**config.mk**
```make
export PLATFORM = sky130hd
export DESIGN_NAME = pc_rx_dispatch
export DESIGN_NICKNAME = d
export VERILOG_FILES = /design/src/rtl/pc_rx_dispatch.sv
export SDC_FILE = /design/constraint.sdc
export NUM_CORES = 1
export LEC_CHECK = 0
export ABC_AREA = 1
export CAP_MARGIN = 30
export CORE_MARGIN = 5
export CORE_UTILIZATION = 30
export CTS_BUF_LIST = sky130_fd_sc_hd__clkbuf_2
export DETAILED_ROUTE_END_ITERATION = 8
export GPL_ROUTABILITY_DRIVEN = 0
export PLACE_DENSITY = 0.5
export SYNTH_ARGS = -nofsm -noshare
export SYNTH_HDL_FRONTEND = slang
export SYNTH_SLANG_ARGS = --single-unit
```
**constraint.sdc**
```tcl
create_clock -name clk_sys -period 2.29 [get_ports clk_sys]
set_input_delay 0.229 -clock clk_sys [delete_from_list [all_inputs] [get_ports clk_sys]]
set_output_delay 0.229 -clock clk_sys [all_outputs]
set_load 0.03 [all_outputs]
```
**src/rtl/pc_rx_dispatch.sv**
```systemverilog
// Pops PC-rx frame descriptors, wins the frame BRAM and streams payload bytes to a type-selected channel.
// Optional statistics counters are built when PC_RX_DISPATCH_STAT_EN is defined.
module pc_rx_dispatch #(
  parameter int U_DLY    = 1,
  parameter int AW       = 12,
  parameter int CH_NUM   = 4,
  parameter int HDR_SKIP = 3,
  parameter int TRL_LEN  = 13,
  parameter int ACK_TMO  = 1024,
  parameter int MAX_LEN  = 4096
) (
  input  logic                   clk_sys,
  input  logic                   rst_n,
  output logic                   fififo_rd_en,
  input  logic [71:0]            fififo_rd_data,
  input  logic                   fififo_empty,
  output logic                   fdram_rd_req,
  input  logic                   fdram_rd_ack,
  output logic                   fdram_rd_done,
  output logic [AW-1:0]          fdram_rd_addr,
  input  logic [7:0]             fdram_rd_data,
  input  logic [16*CH_NUM-1:0]   ch_type_tbl,
  input  logic [CH_NUM-1:0]      ch_type_en,
  output logic [7:0]             out_data,
  output logic [CH_NUM-1:0]      out_valid,
  output logic                   out_sof,
  output logic                   out_eof,
  output logic                   err_len,
  output logic                   err_type,
  output logic                   err_tmo,
  output logic [15:0]            frame_cnt,
  output logic [15:0]            drop_cnt
);

  localparam logic [31:0] MIN_L    = 32'(TRL_LEN + HDR_SKIP + 1);
  localparam logic [31:0] MAX_L    = 32'(MAX_LEN);
  localparam logic [31:0] TRL_L    = 32'(TRL_LEN);
  localparam logic [31:0] HSKIP    = 32'(HDR_SKIP);
  localparam logic [31:0] TMO_LAST = 32'(ACK_TMO - 1);

  typedef enum logic [2:0] {IDLE, POP, CHK, REQ, RD, DONE} state_t;

  state_t              state_q, state_d;
  logic [AW-1:0]       addr_q, addr_d;
  logic [31:0]         n_q, n_d;
  logic [CH_NUM-1:0]   ch_q, ch_d;
  logic [31:0]         wcnt_q, wcnt_d;
  logic [31:0]         rcnt_q, rcnt_d;
  logic                dcnt_q, dcnt_d;
  logic                err_len_d, err_type_d, err_tmo_d;
  logic                err_len_q, err_type_q, err_tmo_q;
  logic                fwd_d, sof_d, eof_d;
  logic                fwd_p1_q, sof_p1_q, eof_p1_q;
  logic [7:0]          out_data_q;
  logic [CH_NUM-1:0]   out_valid_q;
  logic                out_sof_q, out_eof_q;

  logic [15:0]         desc_type;
  logic [AW-1:0]       desc_addr;
  logic [31:0]         desc_len;
  logic                len_bad;
  logic [CH_NUM-1:0]   match_oh;
  logic                desc_unused;
  logic [31:0]         dly_unused;

  assign desc_type   = fififo_rd_data[71:56];
  assign desc_addr   = fififo_rd_data[40+AW-1:40];
  assign desc_len    = fififo_rd_data[31:0];
  assign len_bad     = (desc_len < MIN_L) || (desc_len > MAX_L);
  assign desc_unused = ^fififo_rd_data;
  assign dly_unused  = 32'(U_DLY);

  // Descending scan so the lowest matching entry is the one left standing.
  always_comb begin
    match_oh = '0;
    for (int k = CH_NUM - 1; k >= 0; k--) begin
      if (ch_type_en[k] && (ch_type_tbl[16*k +: 16] == desc_type)) begin
        match_oh    = '0;
        match_oh[k] = 1'b1;
      end
    end
  end

  always_comb begin
    state_d       = state_q;
    addr_d        = addr_q;
    n_d           = n_q;
    ch_d          = ch_q;
    wcnt_d        = wcnt_q;
    rcnt_d        = rcnt_q;
    dcnt_d        = dcnt_q;
    err_len_d     = 1'b0;
    err_type_d    = 1'b0;
    err_tmo_d     = 1'b0;
    fwd_d         = 1'b0;
    sof_d         = 1'b0;
    eof_d         = 1'b0;
    fififo_rd_en  = 1'b0;
    fdram_rd_req  = 1'b0;
    fdram_rd_done = 1'b0;
    case (state_q)
      IDLE: if (!fififo_empty) state_d = POP;
      POP: begin
        if (!fififo_empty) begin
          fififo_rd_en = 1'b1;
          state_d      = CHK;
        end else begin
          state_d = IDLE;
        end
      end
      CHK: begin
        addr_d = desc_addr;
        n_d    = desc_len - TRL_L;
        ch_d   = match_oh;
        wcnt_d = '0;
        rcnt_d = '0;
        dcnt_d = 1'b0;
        if (len_bad) begin
          err_len_d = 1'b1;
          state_d   = IDLE;
        end else if (match_oh == '0) begin
          err_type_d = 1'b1;
          state_d    = IDLE;
        end else begin
          state_d = REQ;
        end
      end
      REQ: begin
        fdram_rd_req = 1'b1;
        if (fdram_rd_ack) begin
          state_d = RD;
        end else if (wcnt_q == TMO_LAST) begin
          err_tmo_d = 1'b1;
          state_d   = IDLE;
        end else begin
          wcnt_d = wcnt_q + 32'd1;
        end
      end
      RD: begin
        fwd_d  = (rcnt_q >= HSKIP);
        sof_d  = (rcnt_q == HSKIP);
        eof_d  = (rcnt_q == n_q - 32'd1);
        addr_d = addr_q + 1'b1;
        rcnt_d = rcnt_q + 32'd1;
        if (rcnt_q == n_q - 32'd1) state_d = DONE;
      end
      // Two cycles: BRAM latency plus output register, so done lines up with the last byte.
      DONE: begin
        dcnt_d = 1'b1;
        if (dcnt_q) begin
          fdram_rd_done = 1'b1;
          state_d       = IDLE;
        end
      end
      default: state_d = IDLE;
    endcase
  end

  always_ff @(posedge clk_sys or negedge rst_n) begin
    if (!rst_n) begin
      state_q     <= IDLE;
      addr_q      <= '0;
      n_q         <= '0;
      ch_q        <= '0;
      wcnt_q      <= '0;
      rcnt_q      <= '0;
      dcnt_q      <= 1'b0;
      err_len_q   <= 1'b0;
      err_type_q  <= 1'b0;
      err_tmo_q   <= 1'b0;
      fwd_p1_q    <= 1'b0;
      sof_p1_q    <= 1'b0;
      eof_p1_q    <= 1'b0;
      out_data_q  <= '0;
      out_valid_q <= '0;
      out_sof_q   <= 1'b0;
      out_eof_q   <= 1'b0;
    end else begin
      state_q     <= state_d;
      addr_q      <= addr_d;
      n_q         <= n_d;
      ch_q        <= ch_d;
      wcnt_q      <= wcnt_d;
      rcnt_q      <= rcnt_d;
      dcnt_q      <= dcnt_d;
      err_len_q   <= err_len_d;
      err_type_q  <= err_type_d;
      err_tmo_q   <= err_tmo_d;
      fwd_p1_q    <= fwd_d;
      sof_p1_q    <= sof_d;
      eof_p1_q    <= eof_d;
      if (fwd_p1_q) out_data_q <= fdram_rd_data;
      out_valid_q <= fwd_p1_q ? ch_q : '0;
      out_sof_q   <= fwd_p1_q & sof_p1_q;
      out_eof_q   <= fwd_p1_q & eof_p1_q;
    end
  end

  assign fdram_rd_addr = addr_q;
  assign out_data      = out_data_q;
  assign out_valid     = out_valid_q;
  assign out_sof       = out_sof_q;
  assign out_eof       = out_eof_q;
  assign err_len       = err_len_q;
  assign err_type      = err_type_q;
  assign err_tmo       = err_tmo_q;

`ifdef PC_RX_DISPATCH_STAT_EN
  logic [15:0] frame_cnt_q, drop_cnt_q;

  always_ff @(posedge clk_sys or negedge rst_n) begin
    if (!rst_n) begin
      frame_cnt_q <= '0;
      drop_cnt_q  <= '0;
    end else begin
      if (out_eof_q && (frame_cnt_q != 16'hFFFF)) frame_cnt_q <= frame_cnt_q + 16'd1;
      if ((err_len_q | err_type_q | err_tmo_q) && (drop_cnt_q != 16'hFFFF))
        drop_cnt_q <= drop_cnt_q + 16'd1;
    end
  end

  assign frame_cnt = frame_cnt_q;
  assign drop_cnt  = drop_cnt_q;
`else
  assign frame_cnt = '0;
  assign drop_cnt  = '0;
`endif

endmodule

```
Word-level counts from Yosys, hierarchy flattened:

Index checks and enable logic that the tools add are counted.

* add/subtract/negate cells: 5
* $lt $le $gt $ge: 3
* eq/ne operators: 18
* multiplexer cells: 36
* bitwise gates (word level): 2
* reductions and logical operators: 12

Operators with widths (count)
* case mux 32 bit (2 select lines): 2
* adder 32 x 1 -> 32 bit, second input constant: 2
* == test 16 bit: 4
* two-way mux 32 bit: 2
* == test 32 x 10 -> 1 bit, second input constant: 1
* == test 32 x 2 -> 1 bit, second input constant: 1
* == test 32 bit: 1
* greater-or-equal comparator 32 x 2 -> 1 bit, second input constant: 1
* > comparator 32 x 13 -> 1 bit, second input constant: 1
* < comparator 32 x 5 -> 1 bit, second input constant: 1
* subtractor 32 x 1 -> 32 bit, second input constant: 1
* subtractor 32 x 4 -> 32 bit, second input constant: 1
* case mux 12 bit (2 select lines): 1
* two-way mux 4 bit: 5
* case mux 3 bit (6 select lines): 1
* two-way mux 1 bit: 16
* two-way mux 3 bit: 5
* adder 12 x 1 -> 12 bit, second input constant: 1
* inequality test 2 bit, second input constant: 5
* == test 3 x 2 -> 1 bit, second input constant: 2
* == test 3 bit, second input constant: 2
* two-way mux 2 bit: 3
* nonzero test 2 bit: 3
* logical AND 1 bit: 4
* 9 further kinds: 10

* flip-flop bits (word level): 136
* input bits: 152
* output and inout bits: 64
* logic and storage cells: 93

Depth between registers and ports, before layout:

Gate-level depths: netlist of run 1.

* word-level depth: 10
* gate-level depth with buffers: 17
* mapped depth without buffers: 17

Worst setup path before layout of run 1:

Ideal clock, no wire load.

* path type: register -> register
* start point: register rcnt_q[0]
* end point: register rcnt_q[26]
* setup time: 142 ps
* data arrival time: 1748 ps
* data required time: 2148 ps
* setup slack: 400 ps
* stages on the path, launching flop included: 13
* path buffers: 0
* clock period less this slack: 1890 ps
* cells stage by stage: dfrtp_1 ha_1 nand2_1 inv_1 nand3_1 nor2_1 nand4_1 nor2_2 nand2_2 nor2_4 nand4_1 nor2_1 a22oi_1

* cells in the longest elaborated chain, start to end: 2

Ends and longest elaborated chain
* from (decl): RTL line 48 `logic [31:0] rcnt_q, rcnt_d;`
* from (signal assigned): RTL line 184 `rcnt_q <= rcnt_d;`
* adder 32 x 1 -> 32 bit: RTL line 144 `rcnt_d = rcnt_q + 32'd1;`
* case mux 32 bit (2 select lines): RTL line 101 `case (state_q)`

Every way passes these cells.
A chain may end at the register's enable or synchronous reset.

Worst setup path in the final report of run 1:

* start point: register state_q[0]
* end point: output port fififo_rd_en

* cells in the longest elaborated chain, start to end: 2

Ends and longest elaborated chain
* from (decl): RTL line 43 `state_t state_q, state_d;`
* from (signal assigned): RTL line 179 `state_q <= state_d;`
* == test 3 x 1 -> 1 bit: RTL line 101
* two-way mux 1 bit: RTL line 101
* to (decl): RTL line 14 `output logic fififo_rd_en,`

Every way passes these cells.

==> impl_metrics.prom, run 1 <==
# TYPE chip_impl_metric gauge
chip_impl_metric{name="portion_of_the_post_synthesis_area_used_by_sequential_elements",unit=""} 0.332
chip_impl_metric{name="num_vias",unit=""} 10500
chip_impl_metric{name="cpPeakStageDelay",unit="ns"} 0.40
chip_impl_metric{name="syn_inst",unit=""} 1514
chip_impl_info{name="critical_path.cell_chain",value="inv_1 -> nor2_1 -> inv_1 -> nor3_2 -> buf_4"} 1
chip_impl_metric{name="required",unit="ns"} 2.06
chip_impl_metric{name="initial_utilization",unit=""} 0.305
chip_impl_metric{name="synthDistinctLibCells",unit=""} 57
chip_impl_metric{name="yosys_register_bits",unit=""} 136
chip_impl_metric{name="numClockSinks",unit=""} 136
chip_impl_info{name="clock-root-buffer",value="sky130_fd_sc_hd__clkbuf_2"} 1
chip_impl_metric{name="antenna_left",unit=""} 0
chip_impl_metric{name="drt_iter0_drc",unit=""} 480
chip_impl_metric{name="io-pin-count",unit=""} 216
chip_impl_metric{name="drv_slew",unit=""} 0
chip_impl_metric{name="setup_viol_count_final",unit=""} 0
chip_impl_info{name="critical-path-top-delay-family",value="flip-flops"} 1
chip_impl_info{name="hold_path_class",value="input port to flip-flop"} 1
chip_impl_metric{name="clk-insertion-delay-late",unit="ns"} 0.77
chip_impl_metric{name="cp.buffers_inverters",unit=""} 3
chip_impl_info{name="outcome",value="completed"} 1
chip_impl_metric{name="syn-cell-area",unit="um^2"} 10300
chip_impl_metric{name="synthAdderAreaFrac",unit=""} 0.00610
chip_impl_metric{name="finalPower",unit="mW"} 10.5
chip_impl_metric{name="first_global_vias",unit=""} 10400
chip_impl_metric{name="drive_above_1_share",unit=""} 0.120
chip_impl_info{name="startpoint_type",value="flip-flop"} 1
chip_impl_metric{name="route.final.wire_length",unit="um"} 32500
chip_impl_metric{name="drc",unit=""} 0
chip_impl_metric{name="globalRouteOverflowTotal",unit=""} 0
chip_impl_metric{name="total_leakage_power",unit="nW"} 6.16
chip_impl_metric{name="wire_length_of_the_first_global_routing_pass",unit="um"} 52800
chip_impl_metric{name="final_report_hold_violation_count",unit=""} 0
chip_impl_metric{name="max_cap_viol_count",unit=""} 0
chip_impl_metric{name="synth.avg_cell_area",unit="um^2"} 6.77
chip_impl_metric{name="synth_compound_gate_area_share",unit=""} 0.102
chip_impl_metric{name="clk_pin_slew",unit="ns"} 0.24
chip_impl_metric{name="tns",unit="ns"} 0
chip_impl_metric{name="worstMarginPinSlew",unit="ns"} 0.603
chip_impl_metric{name="io_buffer_count",unit=""} 171
chip_impl_metric{name="finish.cell_count_without_fillers",unit=""} 2248
chip_impl_metric{name="post_drt_via_cell_ratio",unit=""} 4.68
chip_impl_info{name="cp-end-kind",value="output pin"} 1
chip_impl_metric{name="layout_area_growth_over_synthesis",unit="%"} 32.1
chip_impl_metric{name="fin_worst_skew",unit="ns"} 0.0508
chip_impl_metric{name="fp-row-count",unit=""} 67
chip_impl_metric{name="cts_htree_levels",unit=""} 4
chip_impl_metric{name="critical_path.max_fanout",unit=""} 2
chip_impl_info{name="rsz0062_at_grt",value="yes"} 1
chip_impl_metric{name="share_of_the_synthesized_netlist_area_taken_by_xor_and_xnor_gates",unit=""} 0.0731
chip_impl_info{name="path_class",value="flip-flop to output pin"} 1
chip_impl_metric{name="design.final.nets",unit=""} 1943
chip_impl_metric{name="muxShareOfSynthArea",unit=""} 0.0127
chip_impl_metric{name="drt-pass1-iter-count",unit=""} 7
chip_impl_metric{name="power.density_cell_area",unit="nW/um^2"} 776
chip_impl_metric{name="whs",unit="ns"} 0.0925
chip_impl_metric{name="numCtsBuffers",unit=""} 17
chip_impl_metric{name="cts-root-to-sink-buffers",unit=""} 2
chip_impl_metric{name="floorplan.die_area",unit="um^2"} 38000
chip_impl_metric{name="grt_antenna_before_repair",unit=""} 1
chip_impl_metric{name="dpl_worst_slack",unit="ns"} -0.104
chip_impl_metric{name="route.detailed.wl_per_inst",unit="um"} 14.4
chip_impl_metric{name="power.ir.vdd_worst",unit="mV"} 0.325
chip_impl_info{name="critPathSlowestCell",value="sky130_fd_sc_hd__dfrtp_1"} 1
chip_impl_metric{name="ys.warnings.count",unit=""} 0
chip_impl_metric{name="final_design_area_no_fill",unit="um^2"} 13600
chip_impl_metric{name="max_slew_margin",unit=""} 0.598
chip_impl_info{name="largest_family_of_logic_cells_by_synthesized_area",value="simple AND/OR/NAND/NOR gates"} 1
chip_impl_metric{name="min_period",unit="ns"} 2.17
chip_impl_metric{name="setup_slack",unit="ns"} 0.122
chip_impl_metric{name="placement.cell_area",unit="um^2"} 12900
chip_impl_metric{name="floorplan.die.width",unit="um"} 195
chip_impl_metric{name="detailed_place_hpwl",unit="um"} 26100
chip_impl_info{name="tritoncts",value="done"} 1
chip_impl_metric{name="timing.critical_path.arrival",unit="ns"} 1.94
chip_impl_metric{name="die_h",unit="um"} 195
chip_impl_metric{name="min_period_over_period",unit=""} 0.947
chip_impl_metric{name="fmax",unit="MHz"} 461
chip_impl_metric{name="place.detailed.instances",unit=""} 2181
chip_impl_info{name="timing.critical_path.mode_cell",value="sky130_fd_sc_hd__inv_1"} 1
chip_impl_metric{name="grt_use_total",unit=""} 0.168
chip_impl_metric{name="grt_max_degree",unit=""} 52
chip_impl_metric{name="core_region_area",unit="um^2"} 33600
chip_impl_metric{name="finish.utilization",unit=""} 0.403
chip_impl_metric{name="synth_simple_gate_area_share",unit=""} 0.365
-- power breakdown --
part	switching [mW]	total (mW)	internal, mW
Sequential	0.647	3.65	3.00
Clock	0.961	1.67	0.712
Combinational	3.01	5.19	2.18
Total	4.62	10.5	5.90
-- placed cells by master (no fill, tap or decap), types with 4 or more instances in the layout --
cell type and n:
sky130_fd_sc_hd__a21oi_1 26, sky130_fd_sc_hd__a22o_1 5, sky130_fd_sc_hd__a22oi_1 4, sky130_fd_sc_hd__and2_1 4, sky130_fd_sc_hd__buf_4 96, sky130_fd_sc_hd__bufinv_16 4, sky130_fd_sc_hd__clkbuf_2 18, sky130_fd_sc_hd__clkdlybuf4s50_1 167
sky130_fd_sc_hd__clkinv_2 4, sky130_fd_sc_hd__conb_1 32, sky130_fd_sc_hd__dfrtp_1 132, sky130_fd_sc_hd__dfrtp_2 4, sky130_fd_sc_hd__dlygate4sd3_1 16, sky130_fd_sc_hd__ha_1 4, sky130_fd_sc_hd__inv_1 187, sky130_fd_sc_hd__inv_2 7
sky130_fd_sc_hd__mux2_2 8, sky130_fd_sc_hd__mux2i_1 4, sky130_fd_sc_hd__nand2_1 380, sky130_fd_sc_hd__nand2_2 10, sky130_fd_sc_hd__nand3_1 82, sky130_fd_sc_hd__nand3b_1 6, sky130_fd_sc_hd__nand4_1 51, sky130_fd_sc_hd__nor2_1 185
sky130_fd_sc_hd__nor2_2 14, sky130_fd_sc_hd__nor2_4 11, sky130_fd_sc_hd__nor3_1 39, sky130_fd_sc_hd__nor3_2 4, sky130_fd_sc_hd__nor4_1 24, sky130_fd_sc_hd__o211ai_1 11, sky130_fd_sc_hd__o21ai_0 93, sky130_fd_sc_hd__o21ai_1 8
sky130_fd_sc_hd__o221ai_1 4, sky130_fd_sc_hd__o22ai_1 15, sky130_fd_sc_hd__or2_2 15, sky130_fd_sc_hd__xnor2_1 28, sky130_fd_sc_hd__xor2_1 54
-- repair_timing --
| action | 4_1_cts | 5_1_grt |
|---|---|---|
| cloned | 0 | 0 |
| hold endpoints to repair | 150 | 0 |
| hold buffers | 17 | 0 |
| setup endpoints to repair | 3 | 8 |
| gates resized for setup | 13 | 30 |
| pin swaps | 0 | 9 |
| buffers inserted | 1 | 16 |
-- state kept, by name (all words and copies together) (netlist names), 3 cells and up --
register       cells
wcnt_q            32
rcnt_q            32
fdram_rd_addr     12
n_q               32
ch_q               4
out_data           8
state_q            3
out_valid          4
-- per-layer routing --
metal / part of all wire / wire, um / vias to the layer above / global-route usage
li1: - / - / 5410 / -
met2: 0.48 / 15500 / 225 / 0.284
met1: 0.46 / 15000 / 4844 / 0.220
met4: 0.017 / 568 / 0 / 0.0434
met3: 0.043 / 1410 / 31 / 0.0332
met5: 0 / 0 / - / 0
-- synth_stat cells (all sizes together) --
cell | number | share of area
a211o | 1 | 0.00085
a21o | 3 | 0.0022
a21oi | 26 | 0.013
a22o | 5 | 0.0043
a22oi | 4 | 0.0029
a2bb2oi | 2 | 0.0017
a31o | 1 | 0.00085
a31oi | 1 | 0.00061
and2 | 4 | 0.0024
and3 | 1 | 0.00061
and3b | 1 | 0.00085
buf | 43 | 0.030
clkbuf | 19 | 0.0071
conb | 1 | 0.00037
dfrtp | 136 | 0.33
ha | 5 | 0.0061
inv | 195 | 0.072
mux2 | 8 | 0.0088
mux2i | 4 | 0.0039
nand2 | 390 | 0.14
nand3 | 85 | 0.042
nand3b | 7 | 0.0063
nand4 | 52 | 0.033
nor2 | 211 | 0.086
nor3 | 44 | 0.024
nor3b | 3 | 0.0022
nor4 | 24 | 0.015
o211a | 1 | 0.00098
o211ai | 11 | 0.0081
o21a | 2 | 0.0015
o21ai | 101 | 0.049
o21bai | 1 | 0.00073
o221ai | 4 | 0.0034
o22ai | 15 | 0.0092
o2bb2ai | 1 | 0.00085
o31ai | 2 | 0.0015
or2 | 16 | 0.0098
xnor2 | 29 | 0.025
xnor3 | 1 | 0.0022
xor2 | 54 | 0.046
-- cell families after synthesis --
logic type,Yosys count
other,1
muxes,12
buffers and inverters,257
and+or+nand+nor,838
xor gates and xnor gates,84
DFF,136
AOI/OAI and AO/OA,181
adders and majority gates,5
-- path summary, 6_finish.rpt --
| path | start | to | slack [ns] | cells after the start |
|---|---|---|---|---|
| setup / recovery | state_q[0] | fififo_rd_en | 0.12 | 5 |
| hold / removal | fififo_rd_data[48] | fdram_rd_addr[8] | 0.09 | 3 |
| setup reg to reg | rcnt_q[1] | rcnt_q[21] | 0.17 | 15 |
| hold reg to reg | ch_q[1] | out_valid[1] | 0.49 | 2 |
| max in group asynchronous | rst_n | n_q[13] | 1.41 | 4 |
| min in group asynchronous | rst_n | err_tmo | 0.55 | 4 |
-- area by class of cell --
type / instances / area [um^2]
diodes: 1 / 2.50
multi-input cells: 1152 / 5940
clock buffers: 18 / 90.1
well taps: 448 / 561
inverters: 195 / 734
flip-flops and latches: 136 / 3410
clock inverters: 14 / 181
repair buffers: 284 / 2640
fillers: 3551 / 20100
-- worst min-delay path, stage by stage --
cell and delay, ns:
sky130_fd_sc_hd__clkdlybuf4s50_1 0.42, sky130_fd_sc_hd__nand2_1 0.08, sky130_fd_sc_hd__o211ai_1 0.07
Power figures use the tool's default switching activity.
==> run 2: changes to the inputs <==
- CORE_MARGIN: 5 -> not set
==> run 2 against run 1 <==
Utilization is 0.078 points lower. Cell count is 0.22% lower. Hold slack worse by 0.029 ns. First-iteration DRC count is 29% higher. Count of clock-buffer cells in the layout is 5 higher. Largest cell class unchanged. Fmax is 1.0% higher.
==> impl_metrics.prom, run 2 (same netlist as run 1, synthesis figures left out) <==
# TYPE chip_impl_metric gauge
chip_impl_info{name="outcome",value="completed"} 1
chip_impl_metric{name="cts-root-to-sink-buffers",unit=""} 2
chip_impl_metric{name="floorplan.die.width",unit="um"} 187
chip_impl_info{name="mostFrequentLayoutCells",value="sky130_fd_sc_hd__nand2_1 (381), sky130_fd_sc_hd__inv_1 (185), sky130_fd_sc_hd__nor2_1 (184), sky130_fd_sc_hd__clkdlybuf4s50_1 (167), sky130_fd_sc_hd__dfrtp_1 (131)"} 1
chip_impl_metric{name="globalRouteOverflowTotal",unit=""} 0
chip_impl_metric{name="fmax",unit="MHz"} 466
chip_impl_metric{name="detailed_place_hpwl",unit="um"} 25300
chip_impl_info{name="cp-end-kind",value="flip-flop"} 1
chip_impl_metric{name="core_region_area",unit="um^2"} 33600
chip_impl_metric{name="cts_htree_levels",unit=""} 4
chip_impl_info{name="worstHoldStart",value="fififo_rd_data[42]"} 1
chip_impl_metric{name="power.ir.vdd_worst",unit="mV"} 0.275
chip_impl_metric{name="drt_iter0_drc",unit=""} 619
chip_impl_metric{name="r2r_setup_slack",unit="ns"} 0.14
chip_impl_metric{name="drv_slew",unit=""} 0
chip_impl_info{name="path_class",value="flip-flop to flip-flop"} 1
chip_impl_metric{name="min_period",unit="ns"} 2.15
chip_impl_metric{name="floorplan.die_area",unit="um^2"} 34900
chip_impl_metric{name="worstHoldPathCells",unit=""} 3
chip_impl_info{name="critPathSlowestCell",value="sky130_fd_sc_hd__dfrtp_1"} 1
chip_impl_metric{name="cellInternalPower",unit="mW"} 6.09
chip_impl_metric{name="drc",unit=""} 0
chip_impl_info{name="largestRegisters",value="n_q (32), rcnt_q (32), wcnt_q (32)"} 1
chip_impl_metric{name="initial_utilization",unit=""} 0.305
chip_impl_metric{name="multi_input_area",unit="um^2"} 5940
chip_impl_metric{name="min_period_over_period",unit=""} 0.937
chip_impl_metric{name="route.final.wire_length",unit="um"} 31700
chip_impl_metric{name="total_leakage_power",unit="nW"} 6.15
chip_impl_metric{name="power_share_of_the_clock_group",unit=""} 0.165
chip_impl_metric{name="tns",unit="ns"} 0
chip_impl_metric{name="first_global_vias",unit=""} 10200
chip_impl_metric{name="layout_area_growth_over_synthesis",unit="%"} 31.9
chip_impl_metric{name="ff2ff_path_depth",unit=""} 11
chip_impl_metric{name="drt-pass1-iter-count",unit=""} 5
chip_impl_metric{name="required",unit="ns"} 2.95
chip_impl_info{name="critical_path.cell_chain",value="ha_1 -> nand2_1 -> nor3_2 -> inv_2 -> nor2_4 -> nand4_4 -> nand2_2 -> nand2_2 -> buf_4 -> nand3_1 -> o21ai_0"} 1
chip_impl_metric{name="combPwrFrac",unit=""} 0.492
chip_impl_metric{name="post_drt_via_cell_ratio",unit=""} 4.70
chip_impl_metric{name="fp-row-count",unit=""} 67
chip_impl_metric{name="final.fill_count",unit=""} 3562
chip_impl_info{name="timing.hold.worst_endpoint",value="fdram_rd_addr[2]"} 1
chip_impl_metric{name="final_report_hold_violation_count",unit=""} 0
chip_impl_metric{name="die_h",unit="um"} 187
chip_impl_metric{name="numClockSinks",unit=""} 136
chip_impl_metric{name="numCtsBuffers",unit=""} 17
chip_impl_info{name="r2r_end",value="wcnt_q[15]"} 1
chip_impl_metric{name="cpPeakStageDelay",unit="ns"} 0.41
chip_impl_metric{name="netSwitchingFraction",unit=""} 0.431
chip_impl_metric{name="finalPower",unit="mW"} 10.7
chip_impl_metric{name="place.detailed.instances",unit=""} 2186
chip_impl_metric{name="timing.critical_path.arrival",unit="ns"} 2.81
chip_impl_metric{name="critical_path.max_fanout",unit=""} 23
chip_impl_metric{name="fin_worst_skew",unit="ns"} 0.0497
chip_impl_metric{name="finish.cell_count_without_fillers",unit=""} 2243
chip_impl_metric{name="setup_viol_count_final",unit=""} 0
chip_impl_metric{name="placement.cell_area",unit="um^2"} 12900
chip_impl_metric{name="io-pin-count",unit=""} 216
chip_impl_metric{name="whs",unit="ns"} 0.0633
chip_impl_info{name="startpoint_type",value="flip-flop"} 1
chip_impl_info{name="clock-root-buffer",value="sky130_fd_sc_hd__clkbuf_2"} 1
chip_impl_metric{name="max_cap_viol_count",unit=""} 0
chip_impl_metric{name="drive_above_1_share",unit=""} 0.124
chip_impl_metric{name="num_vias",unit=""} 10500
chip_impl_metric{name="final_design_area_no_fill",unit="um^2"} 13500
chip_impl_metric{name="clk_pin_slew",unit="ns"} 0.19
chip_impl_metric{name="grt_use_total",unit=""} 0.184
chip_impl_metric{name="grt_antenna_before_repair",unit=""} 1
chip_impl_metric{name="wire_length_of_the_first_global_routing_pass",unit="um"} 51700
chip_impl_metric{name="clk-insertion-delay-late",unit="ns"} 0.79
chip_impl_info{name="hold_path_class",value="input port to flip-flop"} 1
chip_impl_metric{name="design.final.nets",unit=""} 1938
chip_impl_metric{name="antenna_left",unit=""} 0
chip_impl_info{name="timing.critical_path.mode_cell",value="sky130_fd_sc_hd__nand2_2"} 1
chip_impl_metric{name="grt_max_degree",unit=""} 56
chip_impl_metric{name="share_of_power_burned_in_registers",unit=""} 0.343
chip_impl_info{name="r2r-start",value="wcnt_q[1]"} 1
chip_impl_metric{name="max_slew_margin",unit=""} 0.584
chip_impl_metric{name="power.density_cell_area",unit="nW/um^2"} 791
chip_impl_info{name="tritoncts",value="done"} 1
chip_impl_metric{name="io_buffer_count",unit=""} 171
chip_impl_metric{name="p_switching",unit="mW"} 4.61
chip_impl_info{name="rsz0062_at_grt",value="yes"} 1
chip_impl_metric{name="worstMarginPinSlew",unit="ns"} 0.624
chip_impl_info{name="leading_cell_type_in_the_layout_fill_and_taps_excluded",value="sky130_fd_sc_hd__nand2_1"} 1
chip_impl_metric{name="area_of_all_sequential_standard_cells",unit="um^2"} 3410
chip_impl_metric{name="route.detailed.wl_per_inst",unit="um"} 14.1
run 2: through the flow:
step / setup WS (ns) / util
detailed placement: -0.101 / 0.385
global route: -0.0180 / 0.402
CTS: -0.125 / 0.396
finish: 0.145 / 0.402
global placement: -0.0721 / 0.385
floorplan: 0.400 / -
run 2: how the worst max path moves through the flow:
stage | slack (ns) | from | to
floorplan | 0.40 | rcnt_q[0] | rcnt_q[26]
global placement | -0.07 | fififo_rd_data[0] | n_q[26]
detailed placement | -0.10 | fififo_rd_data[0] | n_q[26]
CTS | -0.12 | state_q[0] | fififo_rd_en
global route | -0.02 | n_q[2] | eof_p1_q
finish | 0.14 | wcnt_q[1] | wcnt_q[15]
run 2: area by class of cell:
type	count	share of cell area
timing repair buffer	279	0.192
multi-input combinational	1152	0.439
tap	448	0.0414
clock buffer	23	0.00851
sequential	136	0.252
clock inverter	9	0.0128
inverter	195	0.0543
antenna	1	0.000185
run 2: metal layers:
layer  up-vias  wire length (um)  GRT usage
met3        39              1330     0.0298
met4         0               514     0.0523
met2       250             15000      0.308
li1       5401                 -          -
met1      4854             14900      0.244
met5         -                 0          0
run 2: worst max-delay path, delay by kind of cell, from the launching register on:
family	cells	cell delay [ns]
AND/OR/NAND/NOR	7	1.03
flip-flops	1	0.41
buffers and inverters	2	0.34
adder cells (fa/ha/maj)	1	0.18
AO/OA/AOI/OAI	1	0.08
run 2: what timing repair did:
item / CTS / global route
hold buffers: 9 / 2
hold endpoints to repair: 142 / 2
endpoints found under the setup margin: 5 / 21
cloned: 0 / 0
resized for setup: 10 / 36
pin swaps: 1 / 6
buffers inserted: 0 / 13
run 2: power groups by stage:
stage                     sequential, mW  clock [mW]  combinational (mW)
after floorplan                     3.88           0                2.96
after global placement              3.71           0                4.98
after detailed placement            3.72           0                5.02
after CTS                           3.67        1.84                5.05
after global routing                3.77        1.94                5.88
final                               3.67        1.77                5.26
